===== config.mk =====
export PLATFORM = sky130hd
export DESIGN_NAME = serial_addr_rx
export DESIGN_NICKNAME = d
export VERILOG_FILES = /design/src/rtl/serial_addr_rx_pkg.sv /design/src/rtl/serial_shift_cnt.sv /design/src/rtl/serial_addr_rx.sv
export SDC_FILE = /design/constraint.sdc
export NUM_CORES = 1
export LEC_CHECK = 0
export ABC_AREA = 1
export CELL_PAD_IN_SITES_DETAIL_PLACEMENT = 1
export CELL_PAD_IN_SITES_GLOBAL_PLACEMENT = 1
export CORE_ASPECT_RATIO = 0.7
export CORE_MARGIN = 5
export CORE_UTILIZATION = 35
export CTS_CLUSTER_DIAMETER = 100
export DETAILED_ROUTE_END_ITERATION = 16
export GPL_ROUTABILITY_DRIVEN = 0
export PLACE_DENSITY = 0.67
export SYNTH_ARGS = -nofsm -noshare
export SYNTH_HDL_FRONTEND = slang
export SYNTH_SLANG_ARGS = --single-unit

===== constraint.sdc =====
create_clock -name CLK -period 2.4 [get_ports CLK]
set_input_delay 0.48 -clock CLK [delete_from_list [all_inputs] [get_ports CLK]]
set_output_delay 0.48 -clock CLK [all_outputs]
set_load 0.02 [all_outputs]

===== src/rtl/serial_addr_rx_pkg.sv =====
// Shared types and sizes for the serial address/data receiver.
// Holds the FSM state encoding, the fixed address width and the default data width.
package serial_addr_rx_pkg;

    localparam int ADDR_BITS = 8;
    localparam int DW_DEF    = 8;

    typedef enum logic [1:0] {
        ST_IDLE = 2'd0,
        ST_ADDR = 2'd1,
        ST_DATA = 2'd2,
        ST_DONE = 2'd3
    } state_t;

endpackage


===== src/rtl/serial_shift_cnt.sv =====
// MSB-first shift register with a qualified-bit counter; last_o flags the W-th bit.
// word_o already includes the bit being shifted on this edge, so it can be latched directly.
module serial_shift_cnt #(
    parameter int W = 8
) (
    input  logic         clk_i,
    input  logic         rst_n_i,
    input  logic         clr_i,
    input  logic         en_i,
    input  logic         bit_i,
    output logic [W-1:0] word_o,
    output logic         last_o
);

    localparam int CW = (W > 1) ? $clog2(W) : 1;

    logic [W-1:0]  sh_q, sh_d;
    logic [CW-1:0] cnt_q, cnt_d;
    logic [W:0]    cat;

    always_comb begin
        cat    = {sh_q, bit_i};
        sh_d   = sh_q;
        cnt_d  = cnt_q;
        last_o = 1'b0;
        if (clr_i) begin
            cnt_d = '0;
        end else if (en_i) begin
            sh_d = cat[W-1:0];
            if (cnt_q == CW'(W - 1)) begin
                cnt_d  = '0;
                last_o = 1'b1;
            end else begin
                cnt_d = cnt_q + 1'b1;
            end
        end
    end

    assign word_o = cat[W-1:0];

    always_ff @(posedge clk_i or negedge rst_n_i) begin
        if (!rst_n_i) begin
            sh_q  <= '0;
            cnt_q <= '0;
        end else begin
            sh_q  <= sh_d;
            cnt_q <= cnt_d;
        end
    end

endmodule


===== src/rtl/serial_addr_rx.sv =====
// Serial frame receiver: 8 address bits then DW data bits, committed as WR or DROP.
// A frame cut short by CS_N rising yields FRAME_ERR and leaves D untouched.
module serial_addr_rx
    import serial_addr_rx_pkg::*;
#(
    parameter int DW = DW_DEF
) (
    input  logic                 CLK,
    input  logic                 RESET_N,
    input  logic                 CS_N,
    input  logic                 SEN,
    input  logic                 SDI,
    input  logic                 ADR_MATCH,
    output logic [ADDR_BITS-1:0] A,
    output logic [DW-1:0]        D,
    output logic                 WR,
    output logic                 DROP,
    output logic                 FRAME_ERR,
    output logic                 BUSY
);

    state_t               state_q;
    logic [ADDR_BITS-1:0] a_q;
    logic [DW-1:0]        d_q;
    logic                 wr_q, drop_q, ferr_q, busy_q;

    logic                 qual, adr_en, dat_en, abort;
    logic [ADDR_BITS-1:0] adr_word;
    logic [DW-1:0]        dat_word;
    logic                 adr_last, dat_last;

    // The bit on the IDLE->ADDR edge is already address bit 7.
    assign qual   = !CS_N && SEN;
    assign adr_en = qual && (state_q == ST_IDLE || state_q == ST_ADDR);
    assign dat_en = qual && (state_q == ST_DATA);
    assign abort  = CS_N && (state_q == ST_ADDR || state_q == ST_DATA);

    serial_shift_cnt #(.W(ADDR_BITS)) u_adr (
        .clk_i   (CLK),
        .rst_n_i (RESET_N),
        .clr_i   (abort),
        .en_i    (adr_en),
        .bit_i   (SDI),
        .word_o  (adr_word),
        .last_o  (adr_last)
    );

    serial_shift_cnt #(.W(DW)) u_dat (
        .clk_i   (CLK),
        .rst_n_i (RESET_N),
        .clr_i   (abort),
        .en_i    (dat_en),
        .bit_i   (SDI),
        .word_o  (dat_word),
        .last_o  (dat_last)
    );

    always_ff @(posedge CLK or negedge RESET_N) begin
        if (!RESET_N) begin
            state_q <= ST_IDLE;
            a_q     <= '0;
            d_q     <= '0;
            wr_q    <= 1'b0;
            drop_q  <= 1'b0;
            ferr_q  <= 1'b0;
            busy_q  <= 1'b0;
        end else begin
            wr_q   <= 1'b0;
            drop_q <= 1'b0;
            ferr_q <= 1'b0;
            case (state_q)
                ST_IDLE: begin
                    if (!CS_N) begin
                        state_q <= ST_ADDR;
                        busy_q  <= 1'b1;
                    end
                end
                ST_ADDR: begin
                    if (CS_N) begin
                        state_q <= ST_IDLE;
                        ferr_q  <= 1'b1;
                        busy_q  <= 1'b0;
                    end else if (adr_last) begin
                        a_q     <= adr_word;
                        state_q <= ST_DATA;
                    end
                end
                ST_DATA: begin
                    if (CS_N) begin
                        state_q <= ST_IDLE;
                        ferr_q  <= 1'b1;
                        busy_q  <= 1'b0;
                    end else if (dat_last) begin
                        d_q     <= dat_word;
                        state_q <= ST_DONE;
                        wr_q    <= ADR_MATCH;
                        drop_q  <= !ADR_MATCH;
                    end
                end
                ST_DONE: begin
                    if (CS_N) begin
                        state_q <= ST_IDLE;
                        busy_q  <= 1'b0;
                    end
                end
                default: begin
                    state_q <= ST_IDLE;
                    busy_q  <= 1'b0;
                end
            endcase
        end
    end

    assign A         = a_q;
    assign D         = d_q;
    assign WR        = wr_q;
    assign DROP      = drop_q;
    assign FRAME_ERR = ferr_q;
    assign BUSY      = busy_q;

endmodule


# ---- After elaboration in Yosys (flattened, before gate mapping)
# Index checks and enable logic that the tools add are counted.
# W data, S select, Z words.
dict set report word_totals {
  output_inout_bits 20
  regBits 42
  input_bits 6
  latch_bits 0
  n_memories 0
  word_cells 74
  ram_bits 0
  romBits 0
}
dict set report op_classes {
  bitwise_logic 2
  n_shift 0
  n_addsub 2
  div 0
  muxes 30
  eq_ne 10
  n_reduce_logical 19
  n_lt_le_gt_ge 0
  n_mul 0
}
# operator n
set ops {}
lappend ops {{$mux W3} 6}
lappend ops {{$mux W1} 16}
lappend ops {{$mux W2} 6}
lappend ops {{$pmux W2 S4} 1}
lappend ops {{$add A3 B1 Y3 const B} 2}
lappend ops {{$eq A3 B3 Y1 const B} 2}
lappend ops {{$ne A3 B3 Y1 const B} 2}
lappend ops {{$reduce_and A2 Y1} 3}
lappend ops {{$reduce_and A3 Y1} 2}
lappend ops {{$eq A2 B2 Y1 const B} 2}
lappend ops {{$logic_and A1 B1 Y1} 4}
lappend ops {{$ne A2 B2 Y1 const B} 2}
lappend ops {{$reduce_and A4 Y1} 1}
lappend ops {{$reduce_bool A2 Y1} 2}
lappend ops {{$reduce_or A3 Y1} 1}
lappend ops {{$eq A2 B1 Y1 const B} 1}
lappend ops {{$logic_not A1 Y1} 2}
lappend ops {{$logic_not A2 Y1} 1}
lappend ops {{$logic_or A1 B1 Y1} 2}
lappend ops {{$ne A2 B1 Y1 const B} 1}
lappend ops {{$not A1 Y1} 2}
lappend ops {{$pmux W1 S2} 1}
lappend ops {{$reduce_or A2 Y1} 1}

# ---- Logic depth before layout (Yosys ltp)
# Gate-level depths: netlist (run 1).
dict set report depth {
  depth_word 8
  ltp_mapped 10
  ltp_nobuf 9
}

# ---- Modules after synthesis
# From an unflattened synthesis (run 1), not the netlist that was laid out.
dict set report unflattened {
  hier_cells 222
  hier_area_um2 1995.7
}
# mod seq_area_each_um2 instances area_each_um2 cells_per_inst
set modules_own_cells {}
lappend modules_own_cells {serial_addr_rx 550.5 1 1102.3 118}
lappend modules_own_cells {serial_shift_cnt 250.2 2 446.7 52}

# ---- Least setup slack after synthesis (run 1)
# No wires, ideal clock.
dict set report synth_timing {
  kind {register to register}
  startpoint {register state_q[0]}
  endpoint {register a_q[2] (netlist: A[2])}
  setup_time_ps 118
  t_arrival_ps 1311
  t_required_ps 2282
  path_slack_ps 971
  n_path_buf 1
  period_less_slack_ps 1429
  path_stages_with_launch 11
  cell_sequence {dfrtp_1 -> inv_1 -> ha_1 -> inv_1 -> nand2_2 -> nand2_4 -> inv_4 -> nand3_4 -> buf_6 -> nand2_1 -> o21ai_2}
}
dict set report synth_between {
  elab_chain_cells 6
  word_cells_on_any_way 10
  cone_classes {eq/ne (2); mux (2); reduce/logical (6)}
}
# element line
set synth_lines {}
lappend synth_lines {{from (decl)} serial_addr_rx.sv:22} ;# state_t state_q;
lappend synth_lines {{from (signal assigned)} serial_addr_rx.sv:60} ;# state_q <= ST_IDLE;
lappend synth_lines {{from (signal assigned)} serial_addr_rx.sv:74} ;# state_q <= ST_ADDR;
lappend synth_lines {{from (signal assigned)} serial_addr_rx.sv:80} ;# state_q <= ST_IDLE;
lappend synth_lines {{$eq A2 B1 Y1 or $logic_not A2 Y1 (tied branches)} {serial_addr_rx.sv:34, serial_addr_rx.sv:36, serial_addr_rx.sv:71}}
lappend synth_lines {{$logic_or A1 B1 Y1} serial_addr_rx.sv:34} ;# assign adr_en = qual && (state_q == ST_IDLE || state_q == ST_ADDR);
lappend synth_lines {{$logic_and A1 B1 Y1} serial_addr_rx.sv:34}
lappend synth_lines {{$mux W1} serial_shift_cnt.sv:28} ;# end else if (en_i) begin
lappend synth_lines {{$mux W1} serial_shift_cnt.sv:26} ;# if (clr_i) begin
lappend synth_lines {{$reduce_and A3 Y1 (no line) (*)} -}
lappend synth_lines {{to (signal assigned)} serial_addr_rx.sv:84} ;# a_q <= adr_word;
lappend synth_lines {{to (decl)} serial_addr_rx.sv:23} ;# logic [ADDR_BITS-1:0] a_q;
# Mark *: on every way between the ends. The rest lies on a longest branch, timed or not.
# A chain may end at the register's enable or synchronous reset.

# ---- Final worst setup path (run 1)
dict set report layout_timing {
  startpoint {register a_q[7] (netlist: A[7])}
  endpoint {output port A[7]}
}
# element line
set layout_lines {}
lappend layout_lines {{to (decl)} serial_addr_rx.sv:14} ;# output logic [ADDR_BITS-1:0] A,
# No word-level cell between the ends.

==> results.md, run 1 <==
- Critical Path RT: 1.92 ns
- Unrepaired setup endpoints after global routing: no
- Horizontal extent of the die: 97.4 um
- Top-count cell post-synth: sky130_fd_sc_hd__nand2_1
- Post-DP HPWL: 2.45 mm
- H-tree depth: 2
- TritonCTS Buffers: 5
- Fin Clk Skew: 0.00398 ns
- Sequential Area: 1050 um^2
- Master cell of the clock root buffer: sky130_fd_sc_hd__clkbuf_8
- Fraction of the mapped netlist area in adder cells: 0.0535
- Share of synthesized registers carrying an async set or reset: 1.00
- Post-CTS setup buffer count: 0
- Complex-gate fraction of the synthesized area: 0.122
- Main combinational cell family by area after synthesis: simple AND/OR/NAND/NOR gates
- Number of inserted diodes: 0
- Initial antenna violation count: 0
- Worst-path cell chain: clkdlybuf4s50_1
- Area growth from synthesis to layout: 22.6%
- Worst IR drop on VDD: 0.503 mV
- Setup Viol. Count Final: 0
- Count of maximum capacitance violations: 0
- Count of flip-flops with a built-in enable after synthesis: 0
- Depth of the worst register-to-register path: 9
- Fill cell instance count of the final layout: 606
- Pin count of the biggest net entering global routing: 43
- Largest cells by area after synthesis: sky130_fd_sc_hd__dfrtp_1, sky130_fd_sc_hd__nand2_1, sky130_fd_sc_hd__o21ai_2, sky130_fd_sc_hd__ha_1, sky130_fd_sc_hd__inv_1
- Clock Sink Count: 42
- Seq pwr share: 0.465
- Critical path depth in cells: 1
- Core region area: 5200 um^2
- Clk network pwr share: 0.274
- Overall routed net length: 3.42 mm
- IO Port Bufs: 25
- Endpoint arrival time on the critical path: 1.28 ns
- Hold WS: 0.238 ns
- Max-slew violation count: 0
- Post-CTS sizing: 0
- Count of mapped cells out of synthesis: 189
- Internal power summed over all cells: 1.37 mW
- Number of top-level design ports: 26
- Crit path kind: flop to output pin
- Commonest register cell after synthesis: sky130_fd_sc_hd__dfrtp_1
- Average cell area after synthesis: 9.89 um^2
- Vias in the first global route: 1324
- Synth Area in XOR/XNOR: 0
- Crit path largest cell delay: 0.62 ns
- Area of the die: 6930 um^2
- Die H: 71.1 um
- ANT nets after route: 0
- Clock-pin transition on the worst setup and hold timing paths: 0.09 ns
- Peak Freq: 567 MHz
- Wire length of the first global-routing pass: 6.22 mm
- Worst slew margin relative to its limit: 0.646
- Register bit count reported by yosys: 42
- Highest fanout seen on the critical path: 2
- Number of iterations in the first detailed-routing pass: 4
- CTS max path bufs: 2
- Final Net Count: 232
- Synthesized net count: 203
- Sum of negative setup slack: 0 ns
- Hold_buf cts: 0
- Transition time at the pin with the least slew margin: 0.532 ns
- Net switching component of the power: 0.705 mW
- Leading cell types by count after synthesis: sky130_fd_sc_hd__nand2_1, sky130_fd_sc_hd__dfrtp_1, sky130_fd_sc_hd__inv_1
- Areal power density over the cells: 907 nW/um^2
- Dominant cell type by area after synthesis: sky130_fd_sc_hd__dfrtp_1
- Total congestion overflow: 0
- Crit path max-delay cell type: sky130_fd_sc_hd__clkdlybuf4s50_1
- Overall fraction of global-route tracks in use: 0.111
- Crit path max-delay family: buffers and inverters
- Area of the mapped netlist: 1870 um^2
- Detail-routed net length per standard cell: 11.7 um
- Total number of placement rows: 22
- Hold violation count in the final report: 0
- Logic pwr share: 0.261
- Fin crit period: 1.76 ns
- Mux share of post-synthesis cell area: 0
- Routed vias/inst: 4.40
- Share of the yosys chip area belonging to registers: 0.562
- Hold crit path type: primary input to async pin
- Bufs and invs on worst path: 1
- Number of vias in the routed layout: 1281
- Static leakage power: 1.14 nW
- Simple-gate portion of the synthesized area: 0.193
- Critical path launch point type: flop
- Starting Density: 0.359
- Area of combinational cells with multiple inputs: 689 um^2
- Total DRC errors in the routed layout: 0
- Number of unique standard cell types used by synthesis: 19
- CTS tree: done
- Share of cells above drive strength 1: 0.160
- Outcome: completed
- Portion of the clock cycle consumed by the worst path in the final layout: 0.735
- Area share of the largest cell type after synthesis: 0.562
- Critical Path Sink Type: output pin
- YS warnings: 0
- Switching share of power: 0.339
- First DRT Iteration DRCs: 74
- Clock Latency Late Sink: 0.29 ns
## area by class of cell
cell class                 instances  share of cell area
clock buffer                       5              0.0300
clock inverter                     3              0.0191
inverter                          25              0.0420
multi-input combinational        118               0.301
sequential                        42               0.459
tap                               72              0.0393
timing repair buffer              26               0.110
## per-layer routing
layer  vias up  part of all wire  track usage
met1       605              0.53        0.151
li1        654                 -            -
met5         -                 0            0
met3         2             0.044       0.0453
met2        20              0.42        0.164
met4         0            0.0041       0.0323
## cell families after synthesis
kind of cell | count (synthesis)
simple gates | 76
flops | 42
compound gates | 34
buf+inv | 29
fa+ha+maj | 8
## placed cells by master, fill, tap and decap left out, drive strengths merged, types with 2 or more instances in the layout
cell and instances:
ha 8, buf 2, inv 26, a21oi 2, clkdlybuf4s50 24, dfrtp 42, nor2 15, clkbuf 5
nand2 50, o21ai 31, nand3 11
## final timing paths
check | start | endpoint | slack [ns]
max | A[7]$_DFFE_PN0P_ | A[7] | 0.64
min | RESET_N | D[6]$_DFFE_PN0P_ | 0.24
max reg2reg | state_q[0]$_DFFE_PN0P_ | A[4]$_DFFE_PN0P_ | 0.72
min reg2reg | D[7]$_DFFE_PN0P_ | D[7]$_DFFE_PN0P_ | 0.48
max in group asynchronous | RESET_N | A[2]$_DFFE_PN0P_ | 1.79
min in group CLK | D[7]$_DFFE_PN0P_ | D[7]$_DFFE_PN0P_ | 0.48
## power by group through the flow
stage	combinational (mW)	clock [mW]	sequential (mW)
global route	0.638	0.628	0.994
detailed placement	0.558	0	0.980
global placement	0.543	0	0.979
floorplan	0.383	0	0.983
finish	0.543	0.570	0.967
CTS	0.559	0.596	0.968
## registers in the layout (all words and copies together) (netlist names)
register and cells:
A 8, BUSY 1, D 8, DROP 1, FRAME_ERR 1, WR 1, state_q 2, u_adr.cnt_q 3
u_adr.sh_q 7, u_dat.cnt_q 3, u_dat.sh_q 7
## metrics by stage
stage | total power [mW] | std cells | setup WS [ns] | util | instance area [um^2]
2_1_floorplan | 1.37 | 189 | 0.971 | - | 1870
3_3_place_gp | 1.52 | 283 | 0.382 | 0.419 | 2180
3_5_place_dp | 1.54 | 283 | 0.381 | 0.419 | 2180
4_1_cts | 2.12 | 291 | 0.602 | 0.441 | 2290
5_1_grt | 2.26 | 291 | 0.533 | 0.441 | 2290
6_report | 2.08 | 291 | 0.635 | 0.441 | 2290
No activity file was read; power rests on OpenSTA's default activity.
==> inputs of run 2 (changes only) <==
Settings changed: PLACE_DENSITY 0.67 to 0.69.
Clock period 2.4 ns to 1.48 ns, I/O delays scaled along.
==> run 2 against run 1 <==
Global-route usage grew 1.2 points. Worst hold slack improved by 0.24 ns. Critical endpoint is now A[2]$_DFFE_PN0P_. Non-clock buffer count increased by 11. Clock skew up 0.0023 ns. Die area is the same. Utilization up 3.0 points. Final cell count increased by 3.8%. Sequential power rose by 62%. Register-to-register slack got worse by 0.62 ns. Clock-buffer cell count rose by 1.
==> results.md, run 2 (synthesized netlist as in run 1, its figures left out) <==
- Outcome: completed
- Core region area: 5200 um^2
- Fill cell instance count of the final layout: 599
- Unrepaired setup endpoints after global routing: yes
- H-tree depth: 2
- Cell count of the worst hold path: 2
- Crit path largest cell delay: 0.42 ns
- Area of the die: 6930 um^2
- Overall routed net length: 3.89 mm
- Max-slew violation count: 0
- Min-delay src: D[7]$_DFFE_PN0P_
- Worst reg2reg endpoint: A[2]$_DFFE_PN0P_
- First DRT Iteration DRCs: 28
- Total number of placement rows: 22
- Horizontal extent of the die: 97.4 um
- Met1 demand-to-capacity share in global routing: 0.166
- Clock Sink Count: 42
- Areal power density over the cells: 1460 nW/um^2
- Count of maximum capacitance violations: 0
- Setup Viol. Count Final: 0
- Hold violation count in the final report: 0
- Number of instances in the placed design: 291
- Total congestion overflow: 0
- Starting Density: 0.359
- Number of top-level design ports: 26
- Critical register-to-register path startpoint: state_q[0]$_DFFE_PN0P_
- Filler-free cell count of the finished design: 302
- Clock-pin transition on the worst setup and hold timing paths: 0.07 ns
- Total DRC errors in the routed layout: 0
- Pin count of the biggest net entering global routing: 20
- Endpoint arrival time on the critical path: 1.57 ns
- Worst slew margin relative to its limit: 0.716
- Bufs and invs on worst path: 3
- Hold crit path type: flop to flop
- Depth of the worst register-to-register path: 9
- Hold EP: D[7]$_DFFE_PN0P_
- Crit path kind: flop to flop
- Worst IR drop on VDD: 0.733 mV
- Worst-path cell chain: inv_2, ha_4, inv_1, nand2_2, nand2_4, inv_4, nand3_4, nand2_1, o21ai_2
- Routed vias/inst: 4.51
- Critical Path RT: 1.66 ns
- Peak Freq: 722 MHz
- IO Port Bufs: 25
- Fin Clk Skew: 0.00633 ns
- Cell area after layout: 2450 um^2
- CTS max path bufs: 2
- Met2 GRT Util: 0.188
- Initial antenna violation count: 0
- Most Crowded Layer GR: met2
- ANT nets after route: 0
- Fin crit period: 1.38 ns
- Overall power: 3.58 mW
- Critical Path Sink Type: flop
- Critical path launch point type: flop
- Transition time at the pin with the least slew margin: 0.426 ns
- Sum of negative setup slack: 0 ns
- Crit path max-delay cell type: sky130_fd_sc_hd__dfrtp_1
- Detail-routed net length per standard cell: 12.9 um
- Portion of the clock cycle consumed by the worst path in the final layout: 0.935
- Met3 Usage GRT: 0.0365
- Number of iterations in the first detailed-routing pass: 4
- Launch point of the worst path: state_q[0]$_DFFE_PN0P_
- Wire length of the first global-routing pass: 6.76 mm
- Crit path max-delay family: flip-flops
- Final Net Count: 244
- Die H: 71.1 um
- Static leakage power: 1.30 nW
- Number of vias in the routed layout: 1362
- CTS tree: done
- TritonCTS Buffers: 5
- Master cell of the clock root buffer: sky130_fd_sc_hd__clkbuf_8
- Area growth from synthesis to layout: 31.0%
- Slack of the worst reg-to-reg path: 0.1 ns
- Number of inserted diodes: 0
- Highest fanout seen on the critical path: 8
- Overall fraction of global-route tracks in use: 0.123
- Vias in the first global route: 1406
- Cell area after placement: 2260 um^2
- Clock Latency Late Sink: 0.29 ns
- Share of cells above drive strength 1: 0.243
- Post-DP HPWL: 2.68 mm
- Commonest non-fill, non-tap cells in the layout: sky130_fd_sc_hd__nand2_1, sky130_fd_sc_hd__dfrtp_1, sky130_fd_sc_hd__dlygate4sd2_1, sky130_fd_sc_hd__inv_1
- Most frequent standard cell in the layout excluding fill and tap cells: sky130_fd_sc_hd__nand2_1
==> run 2: worst max path at each step <==
| stage | slack [ns] | depth (start not counted) | end |
|---|---|---|---|
| 6_report | 0.1 | 9 | A[2]$_DFFE_PN0P_ |
| 2_1_floorplan | 0.05 | 10 | A[2]$_DFFE_PN0P_ |
| 4_1_cts | 0.01 | 7 | u_adr.cnt_q[1]$_DFFE_PN0P_ |
| 5_1_grt | -0.02 | 9 | A[7]$_DFFE_PN0P_ |
| 3_5_place_dp | -0.23 | 5 | A[2]$_DFFE_PN0P_ |
| 3_3_place_gp | -0.21 | 5 | A[5]$_DFFE_PN0P_ |
==> run 2: repair_timing <==
action / CTS / global route
hold buffers: 1 / 0
pin swaps: 0 / 1
endpoints found under the setup margin: 30 / 26
endpoints found under the hold margin: 16 / 0
buffers inserted: 2 / 0
gates resized for setup: 24 / 14
gates cloned: 1 / 0
==> run 2: power breakdown <==
| part | leakage (nW) | switching (mW) | internal (mW) | total (mW) |
|---|---|---|---|---|
| Combinational | 0.694 | 0.671 | 0.422 | 1.09 |
| Clock | 0.0573 | 0.378 | 0.540 | 0.917 |
| Sequential | 0.553 | 0.149 | 1.42 | 1.57 |
==> run 2: metal layers <==
layer	vias to the layer above	share of wire
li1	680	-
met2	22	0.43
met4	0	0.015
met3	7	0.036
met1	653	0.52
met5	-	0
==> run 2: worst register-to-register path: stages, from the launching register on <==
cell                      delay [ns]
sky130_fd_sc_hd__dfrtp_1        0.42
sky130_fd_sc_hd__inv_2          0.10
sky130_fd_sc_hd__ha_4           0.15
sky130_fd_sc_hd__inv_1          0.06
sky130_fd_sc_hd__nand2_2        0.09
sky130_fd_sc_hd__nand2_4        0.07
sky130_fd_sc_hd__inv_4          0.09
sky130_fd_sc_hd__nand3_4        0.12
sky130_fd_sc_hd__nand2_1        0.11
sky130_fd_sc_hd__o21ai_2        0.05
==> run 2: layout make-up <==
type	count	area [um^2]	share of cell area
sequential	42	1050	0.429
multi-input combinational	119	754	0.308
timing repair buffer	37	344	0.141
inverter	25	96.3	0.0393
tap	72	90.1	0.0368
clock buffer	6	82.6	0.0337
clock inverter	1	30.0	0.0123
==> run 2: through the flow <==
stage | util | setup slack [ns] | hold WS [ns]
after floorplan | - | 0.0512 | 0.000409
after global placement | 0.435 | -0.212 | 0.258
after detailed placement | 0.435 | -0.235 | 0.255
after CTS | 0.461 | 0.0116 | 0.471
after global routing | 0.471 | -0.0165 | 0.493
final | 0.471 | 0.0957 | 0.474
==> inputs of run 3 (changes only) <==
==> constraint.sdc (replaced) <==
create_clock -name CLK -period 1.48 [get_ports CLK]
set_input_delay 0.222 -clock CLK [delete_from_list [all_inputs] [get_ports CLK]]
set_output_delay 0.222 -clock CLK [all_outputs]
set_load 0.02 [all_outputs]
==> run 3 against run 2 <==
Via count decreased by 1.0%. Clock power decreased by 16%. Critical endpoint is now DROP. Sequential power about the same. Largest power group unchanged. Highest routed layer unchanged.
==> results.md, run 3 (synthesized netlist as in run 1, its figures left out) <==
- Crit path max-delay cell type: sky130_fd_sc_hd__clkdlybuf4s50_1
- Core region area: 5200 um^2
- Cell area after placement: 2260 um^2
- Highest fanout seen on the critical path: 1
- Outcome: completed
- Count of maximum capacitance violations: 0
- Overall routed net length: 3.90 mm
- H-tree depth: 2
- Pin count of the biggest net entering global routing: 22
- Number of inserted diodes: 0
- Final Net Count: 242
- CTS tree: done
- Fin crit period: 1.44 ns
- Crit path max-delay family: buffers and inverters
- Fin Clk Skew: 0.00729 ns
- Crit path largest cell delay: 0.60 ns
- Critical Path Sink Type: output pin
- Peak Freq: 697 MHz
- Wire length of the first global-routing pass: 6.67 mm
- Die H: 71.1 um
- Number of vias in the routed layout: 1348
- Hold violation count in the final report: 0
- Static leakage power: 1.31 nW
- Critical Path RT: 1.26 ns
- Worst slew margin relative to its limit: 0.763
- ANT nets after route: 0
- Filler-free cell count of the finished design: 301
- Bufs and invs on worst path: 1
- Number of instances in the placed design: 291
- Max-slew violation count: 0
- Worst-path cell chain: clkdlybuf4s50_1
- Starting Density: 0.359
- Master cell of the clock root buffer: sky130_fd_sc_hd__clkbuf_8
- Horizontal extent of the die: 97.4 um
- Critical path launch point type: flop
- Setup Viol. Count Final: 0
- TritonCTS Buffers: 5
- CTS max path bufs: 2
- Share of cells above drive strength 1: 0.245
- Clock-pin transition on the worst setup and hold timing paths: 0.08 ns
- First DRT Iteration DRCs: 40
- Total congestion overflow: 0
- Worst IR drop on VDD: 0.748 mV
- Clock Sink Count: 42
- Crit path kind: flop to output pin
- Transition time at the pin with the least slew margin: 0.356 ns
- Initial antenna violation count: 0
- Overall fraction of global-route tracks in use: 0.121
- Total DRC errors in the routed layout: 0
- Routed vias/inst: 4.48
- Commonest non-fill, non-tap cells in the layout: sky130_fd_sc_hd__nand2_1, sky130_fd_sc_hd__dfrtp_1, sky130_fd_sc_hd__inv_1, sky130_fd_sc_hd__o21ai_2
- Post-DP HPWL: 2.74 mm
- Number of iterations in the first detailed-routing pass: 4
- Endpoint arrival time on the critical path: 1.21 ns
- Hold crit path type: primary input to async pin
- Number of top-level design ports: 26
- Total number of placement rows: 22
- Area of the die: 6930 um^2
- Detail-routed net length per standard cell: 13.0 um
- Vias in the first global route: 1347
- Clock Latency Late Sink: 0.29 ns
- Area growth from synthesis to layout: 29.7%
- Cell area after layout: 2420 um^2
- Areal power density over the cells: 1400 nW/um^2
- IO Port Bufs: 25
- Most frequent standard cell in the layout excluding fill and tap cells: sky130_fd_sc_hd__nand2_1
- Post-CTS setup buffer count: 0
- Portion of the clock cycle consumed by the worst path in the final layout: 0.970
run 3: changes by cell type in the layout (fill, tap and decap cells not counted), moves of 2 or more:
cell                              before  now
sky130_fd_sc_hd__clkdlybuf4s50_1       3    6
sky130_fd_sc_hd__buf_4                 8    6
sky130_fd_sc_hd__dlygate4sd2_1        20   14
sky130_fd_sc_hd__ha_2                  2    4
sky130_fd_sc_hd__dlymetal6s2s_1        1    4
run 3: cell type report:
type                    count  area [um^2]
fillers                   591         2780
multi-input cells         119          744
well taps                  72         90.1
clock buffers               6         82.6
clock inverters             2         12.5
flip-flops and latches     42         1050
inverters                  25         98.8
repair buffers             35          344
run 3: layer usage:
metal / track usage / vias up / part of all wire
li1: - / 680 / -
met1: 0.164 / 640 / 0.50
met2: 0.183 / 24 / 0.45
met3: 0.0414 / 4 / 0.045
met4: 0.0369 / 0 / 0.0087
met5: 0 / - / 0
run 3: power breakdown:
| group | switching, mW | leakage (nW) | internal, mW |
|---|---|---|---|
| combinational | 0.651 | 0.711 | 0.395 |
| clock | 0.397 | 0.0472 | 0.375 |
| sequential | 0.155 | 0.553 | 1.42 |
| total | 1.20 | 1.31 | 2.19 |
run 3: stage by stage:
step	TNS [ns]	hold slack (ns)	total power [mW]	setup slack (ns)	utilization
3_3_place_gp	-1.63	0.159	2.54	-0.140	0.435
5_1_grt	-0.00390	0.413	3.68	-0.00390	0.466
3_5_place_dp	-2.93	0.153	2.56	-0.178	0.435
6_report	0	0.382	3.39	0.0450	0.466
2_1_floorplan	0	-0.0736	2.21	0.0512	-
4_1_cts	0	0.386	3.38	0.000362	0.456
run 3: path summary, 6_finish.rpt:
path                                             start                         to  slack [ns]  cells after the start
worst max-delay path                    DROP$_DFF_PN0_                       DROP        0.04                      1
worst min-delay path                           RESET_N           D[5]$_DFFE_PN0P_        0.38                      2
worst max register to register  state_q[0]$_DFFE_PN0P_           D[3]$_DFFE_PN0P_        0.11                      7
worst min register to register        D[5]$_DFFE_PN0P_           D[5]$_DFFE_PN0P_        0.48                      2
max in group asynchronous                      RESET_N  u_adr.sh_q[1]$_DFFE_PN0P_        0.64                      3
min in group CLK                      D[5]$_DFFE_PN0P_           D[5]$_DFFE_PN0P_        0.48                      2
run 3: timing repair:
| action | 4_1_cts | 5_1_grt |
|---|---|---|
| pin swaps | 0 | 3 |
| endpoints found under the hold margin | 13 | 0 |
| setup endpoints to repair | 24 | 34 |
| cloned | 1 | 0 |
| gates resized for setup | 18 | 19 |
| hold buffers | 1 | 0 |
